--- src/rtl/wb_reg_file.sv ---
// wb_reg_file: write-back source mux, register file with write-through bypass, and last-write forward record
//   clk, rst_n                  : clock, asynchronous active-low reset
//   write_back_mux_sel_in       : 0 selects alu_data_in, 1 selects mem_data_in
//   alu_data_in, mem_data_in    : write-back candidates
//   reg_wr_en_in, reg_wr_addr_in: commit request and destination (r0 writes dropped)
//   rd_addr_a/b_in, rd_data_a/b_out : combinational read ports with bypass
//   wb_data_out                 : selected write-back value
//   fwd_en/addr/data_out        : registered record of the previous edge's write
module wb_reg_file #(
    parameter int DATA_WIDTH     = 32,
    parameter int REG_ADDR_WIDTH = 5
) (
    input  logic                      clk,
    input  logic                      rst_n,
    input  logic                      write_back_mux_sel_in,
    input  logic [DATA_WIDTH-1:0]     alu_data_in,
    input  logic [DATA_WIDTH-1:0]     mem_data_in,
    input  logic                      reg_wr_en_in,
    input  logic [REG_ADDR_WIDTH-1:0] reg_wr_addr_in,
    input  logic [REG_ADDR_WIDTH-1:0] rd_addr_a_in,
    input  logic [REG_ADDR_WIDTH-1:0] rd_addr_b_in,
    output logic [DATA_WIDTH-1:0]     rd_data_a_out,
    output logic [DATA_WIDTH-1:0]     rd_data_b_out,
    output logic [DATA_WIDTH-1:0]     wb_data_out,
    output logic                      fwd_en_out,
    output logic [REG_ADDR_WIDTH-1:0] fwd_addr_out,
    output logic [DATA_WIDTH-1:0]     fwd_data_out
);
    localparam int DEPTH = 1 << REG_ADDR_WIDTH;
    logic [DATA_WIDTH-1:0] regs [DEPTH];
    logic [DATA_WIDTH-1:0] wb_data;
    logic                  wr_ok;
    logic                  hit_a;
    logic                  hit_b;
    assign wb_data     = write_back_mux_sel_in ? mem_data_in : alu_data_in;
    assign wb_data_out = wb_data;
    assign wr_ok       = reg_wr_en_in && (reg_wr_addr_in != '0);
    // Hit flags depend only on addresses/enable so they stay off the data-select path
    assign hit_a = reg_wr_en_in && (reg_wr_addr_in == rd_addr_a_in);
    assign hit_b = reg_wr_en_in && (reg_wr_addr_in == rd_addr_b_in);
    always_comb begin
        rd_data_a_out = (rd_addr_a_in == '0) ? '0 : hit_a ? wb_data : regs[rd_addr_a_in];
        rd_data_b_out = (rd_addr_b_in == '0) ? '0 : hit_b ? wb_data : regs[rd_addr_b_in];
    end
    always_ff @(posedge clk or negedge rst_n) begin
        if (!rst_n) begin
            for (int i = 0; i < DEPTH; i++) regs[i] <= '0;
        end else if (wr_ok) begin
            regs[reg_wr_addr_in] <= wb_data;
        end
    end
    always_ff @(posedge clk or negedge rst_n) begin
        if (!rst_n) begin
            fwd_en_out   <= 1'b0;
            fwd_addr_out <= '0;
            fwd_data_out <= '0;
        end else begin
            fwd_en_out   <= wr_ok;
            fwd_addr_out <= reg_wr_addr_in;
            fwd_data_out <= wb_data;
        end
    end
endmodule

--- config.mk ---
export PLATFORM = sky130hd
export DESIGN_NAME = wb_reg_file
export DESIGN_NICKNAME = d
export VERILOG_FILES = /design/src/rtl/wb_reg_file.sv
export SDC_FILE = /design/constraint.sdc
export NUM_CORES = 2
export LEC_CHECK = 0
export BUFFER_PORTS_ARGS = -buffer_cell sky130_fd_sc_hd__buf_2
export CAP_MARGIN = 20
export CORE_ASPECT_RATIO = 0.6
export CORE_MARGIN = 8
export CORE_UTILIZATION = 50
export DETAILED_ROUTE_END_ITERATION = 10
export HOLD_SLACK_MARGIN = 0.06
export PLACE_DENSITY = 0.69
export SYNTH_ARGS = -nofsm -noshare
export SYNTH_HDL_FRONTEND = slang
export SYNTH_SLANG_ARGS = --single-unit
--- constraint.sdc ---
create_clock -name clk -period 2.6 [get_ports clk]
set_clock_uncertainty 0.1 [all_clocks]
set_input_delay 0.39 -clock clk [delete_from_list [all_inputs] [get_ports clk]]
set_output_delay 0.39 -clock clk [all_outputs]
set_load 0.05 [all_outputs]
==> metrics.md <==
| Metric | Value |
|---|---|
| IO Port Bufs | `216` |
| Layout cell share with drive strength beyond 1 | `0.352` |
| Failing checks | `setup timing` |
| Leak | `0.0298 uW` |
| Initial DRC Count | `7118` |
| Placed cell areas | `63100 sq um` |
| Max cap viols | `0` |
| DIE WIDTH | `441 um` |
| Power Total | `54200 uW` |
| # setup viols final | `64` |
| Synth async-reset ratio | `1.00` |
| Global Route Usage Sum | `0.366` |
| CP Launch Type | `flip-flop` |
| Final instance area | `69600 sq um` |
| DRC Markers | `0` |
| DRT Wirelength | `222000 um` |
| Later-pin clock latency in the skew report | `0.73 ns` |
| Pins over their slew limit | `0` |
| Leading post-synthesis cells by cell area | `dfrtp_1 (49%), mux4_2 (18%), a21oi_1 (5.2%)` |
| Initial antenna violation count | `11` |
| HPWL after detailed placement | `148000 um` |
| Worst Path Buf+Inv | `2` |
| GRT Max-Usage Layer | `met1` |
| Logic pwr share | `0.280` |
| Nets | `5610` |
| Row Count | `93` |
| Largest net degree at the start of global routing | `75` |
| Critical-path cell list | `mux4_2, o22ai_4, nor4_4, a211oi_2, buf_4, a21oi_4, buf_12` |
| Syn. warnings | `0` |
| Period utilization | `1.21` |
| Count of state elements after synthesis | `1062` |
| Antenna Nets Post-Route | `0` |
| Pre-antenna DRT Iters | `7` |
| Crit path required time | `2.11 ns` |
| Number of synthesized flops with an enable pin | `0` |
| Crit Path Max Fanout | `3` |
| Primary FF master, synth | `dfrtp_1` |
| Crit. End Element | `primary output` |
| PnR worst setup slack | `-0.537 ns` |
| # fillers | `7915` |
| Sequential share of power | `0.422` |
| Seq/Total Area, Yosys | `0.492` |
| Initial Util | `0.504` |
| Drt wl/cell | `31.5 um` |
| Max-slew headroom | `0.529` |
| Total grt overflow | `0` |
| Die area | `119000 sq um` |
| Num ports | `217` |
| H-tree levels | `3` |
| Mapped cell area | `54100 sq um` |
| Final number of hold-violating endpoints | `0` |
| Max VDD drop | `507 uV` |
| TritonCTS Buffers | `102` |
| Worst EP arrival | `2.65 ns` |
| Die Height | `271 um` |
| Reg clk slew, reported paths | `0.06 ns` |
| CP max-delay cell | `mux4_2` |
| Grt met2 use | `0.492` |
| Clock Power Share | `0.298` |
| Max Freq | `319 MHz` |
| Clk root buf | `clkbuf_16` |
| Vias in the first global route | `47.1k` |
| Yosys cell types | `61` |
| CTS sink count | `1062` |
| Met3 GRT Util | `0.158` |
| P&R area growth vs syn | `28.8%` |
| Net Sw Power | `17600 uW` |
| Slew of the pin with the lowest slew margin | `0.707 ns` |
| RSZ-0062 raised after global routing | `true` |
| WHS | `0.103 ns` |
| Status | `complete, but fails checks` |
| Mapped Avg Cell Area | `10.9 sq um` |
| Synth Net Count | `5053` |
| CTS tree | `done` |
| R2r setup slk | `1.21 ns` |
| PD cells | `778 nW/um^2` |
| Switch share | `0.325` |
| Yosys top cell by area | `dfrtp_1` |
| Crit-path leading delay family | `multiplexers` |
| Critical path class | `reg -> out` |
| First-pass GRT wire length | `323000 um` |
| Core Region | `107000 sq um` |
| Yosys top cell area share | `0.492` |
| Vias per cell | `6.78` |
| Cell Int Power | `36600 uW` |
| Min-Delay Path Class | `in -> reg` |
| Slowest stage delay, CP | `0.53 ns` |
| CTS max path bufs | `3` |
| Fin crit period | `3.14 ns` |
| Gate Count Post-Synth | `4970` |
| Vias | `47.8k` |
| Routability Congestion | `0.962` |
| Met1 GRT Util | `0.501` |
-- area by class of cell --
| class | instances | area [sq um] | share of cell area |
|---|---|---|---|
| Antenna cell | 12 | 30.0 | 0.000431 |
| Clock buffer | 141 | 3010 | 0.0433 |
| Clock inverter | 48 | 566 | 0.00812 |
| Inverter | 37 | 139 | 0.00199 |
| Multi-Input combinational cell | 3349 | 27700 | 0.398 |
| Sequential cell | 1062 | 26600 | 0.382 |
| Tap cell | 1425 | 1780 | 0.0256 |
| Timing Repair Buffer | 975 | 9790 | 0.141 |
-- kinds of logic after synthesis --
group | share of synthesized area
AO/OA/AOI/OAI | 0.143
AND/OR/NAND/NOR | 0.100
flip-flops | 0.492
multiplexers | 0.217
buffers and inverters | 0.0467
XOR/XNOR | 0.00162
-- sequential cells by signal, indices dropped and copies added, names as in the netlist --
register / flops
regs: 1024
fwd_data_out: 32
fwd_addr_out: 5
fwd_en_out: 1
-- what timing repair did --
| item | in CTS | in global routing |
|---|---|---|
| gates cloned | 1 | 1 |
| gates resized for setup | 298 | 89 |
| pin swaps | 114 | 79 |
| endpoints found under the setup margin | 64 | 65 |
| hold buffers | 50 | 0 |
| buffers inserted | 68 | 31 |
| hold endpoints to repair | 437 | 0 |
-- metal layers --
layer  up-vias  wire length [um]
met2      3916             89900
met5         -                22
met3       823             35500
met4         4             13900
met1     23800             82600
li1      19200                 -
-- worst paths after layout --
kind                       cells after the start            start                to
max                                            7        regs[481]  rd_data_a_out[1]
min                                            4  mem_data_in[11]         regs[107]
max reg2reg                                    3        regs[149]         regs[149]
min reg2reg                                    0        regs[996]         regs[996]
max in group asynchronous                      4            rst_n         regs[185]
min in group asynchronous                      2            rst_n         regs[198]
-- through the flow --
| stage | instances | util | worst slack [ns] | TNS, ns |
|---|---|---|---|---|
| CTS | 7011 | 0.643 | -0.578 | -21.72 |
| global route | 7041 | 0.649 | -0.595 | -24.13 |
| detailed placement | 6722 | 0.588 | -0.640 | -25.68 |
| finish | 7049 | 0.649 | -0.537 | -21.50 |
| global placement | 6722 | 0.588 | -0.643 | -25.33 |
| floorplan | 4970 | - | -0.125 | -2.08 |
-- cell usage in the layout (no fill, tap or decap), drive strengths merged, types with 8 or more instances in the layout --
| cell | netlist | layout |
|---|---|---|
| nand2 | 548 | 548 |
| clkinv | 2 | 32 |
| nor4 | 8 | 8 |
| nand2b | 12 | 12 |
| nor2 | 581 | 581 |
| o21ai | 530 | 530 |
| nor3 | 40 | 40 |
| o22a | 24 | 24 |
| a22o | 15 | 15 |
| a22oi | 13 | 13 |
| diode | 0 | 12 |
| dlygate4sd3 | 0 | 50 |
| nand3 | 45 | 45 |
| dfrtp | 1062 | 1062 |
| mux4 | 434 | 434 |
| mux2i | 103 | 103 |
| inv | 35 | 37 |
| bufinv | 0 | 11 |
| o221ai | 41 | 41 |
| buf | 119 | 921 |
| a2bb2oi | 8 | 8 |
| a21oi | 557 | 557 |
| o22ai | 143 | 143 |
| nor2b | 13 | 13 |
| mux2 | 83 | 83 |
| or3 | 30 | 30 |
| a211oi | 17 | 17 |
| clkbuf | 403 | 144 |
-- worst reg2reg max path: stages (launching register included) --
cell and delay [ns]:
dfrtp_1 0.40, nor2_1 0.12, a21oi_1 0.06, dlygate4sd3_1 0.59
-- power groups by stage --
stage	Combinational, uW	Clock (uW)	Sequential, uW
6_report	15100	16200	22900
3_5_place_dp	13300	0	22900
4_1_cts	14500	16200	22600
2_1_floorplan	8750	0	22100
3_3_place_gp	12900	0	22600
5_1_grt	16100	16900	23200
-- cells in the mapped netlist, drive strengths merged, types with 6 or more instances --
library cell	n
a211oi	17
o21ai	530
dfrtp	1062
nor3b	6
a22o	15
nor3	40
and2	6
xor2	7
nor2	581
mux2i	103
a2bb2oi	8
clkbuf	403
mux2	83
nand3	45
o22ai	143
nand2b	12
o221ai	41
o22a	24
a221oi	7
nand3b	7
or4	6
nor4	8
inv	35
buf	119
nand2	548
a21oi	557
and3	7
mux4	434
a221o	7
nor2b	13
or3	30
a22oi	13
No activity file was read; power rests on OpenSTA's default activity.
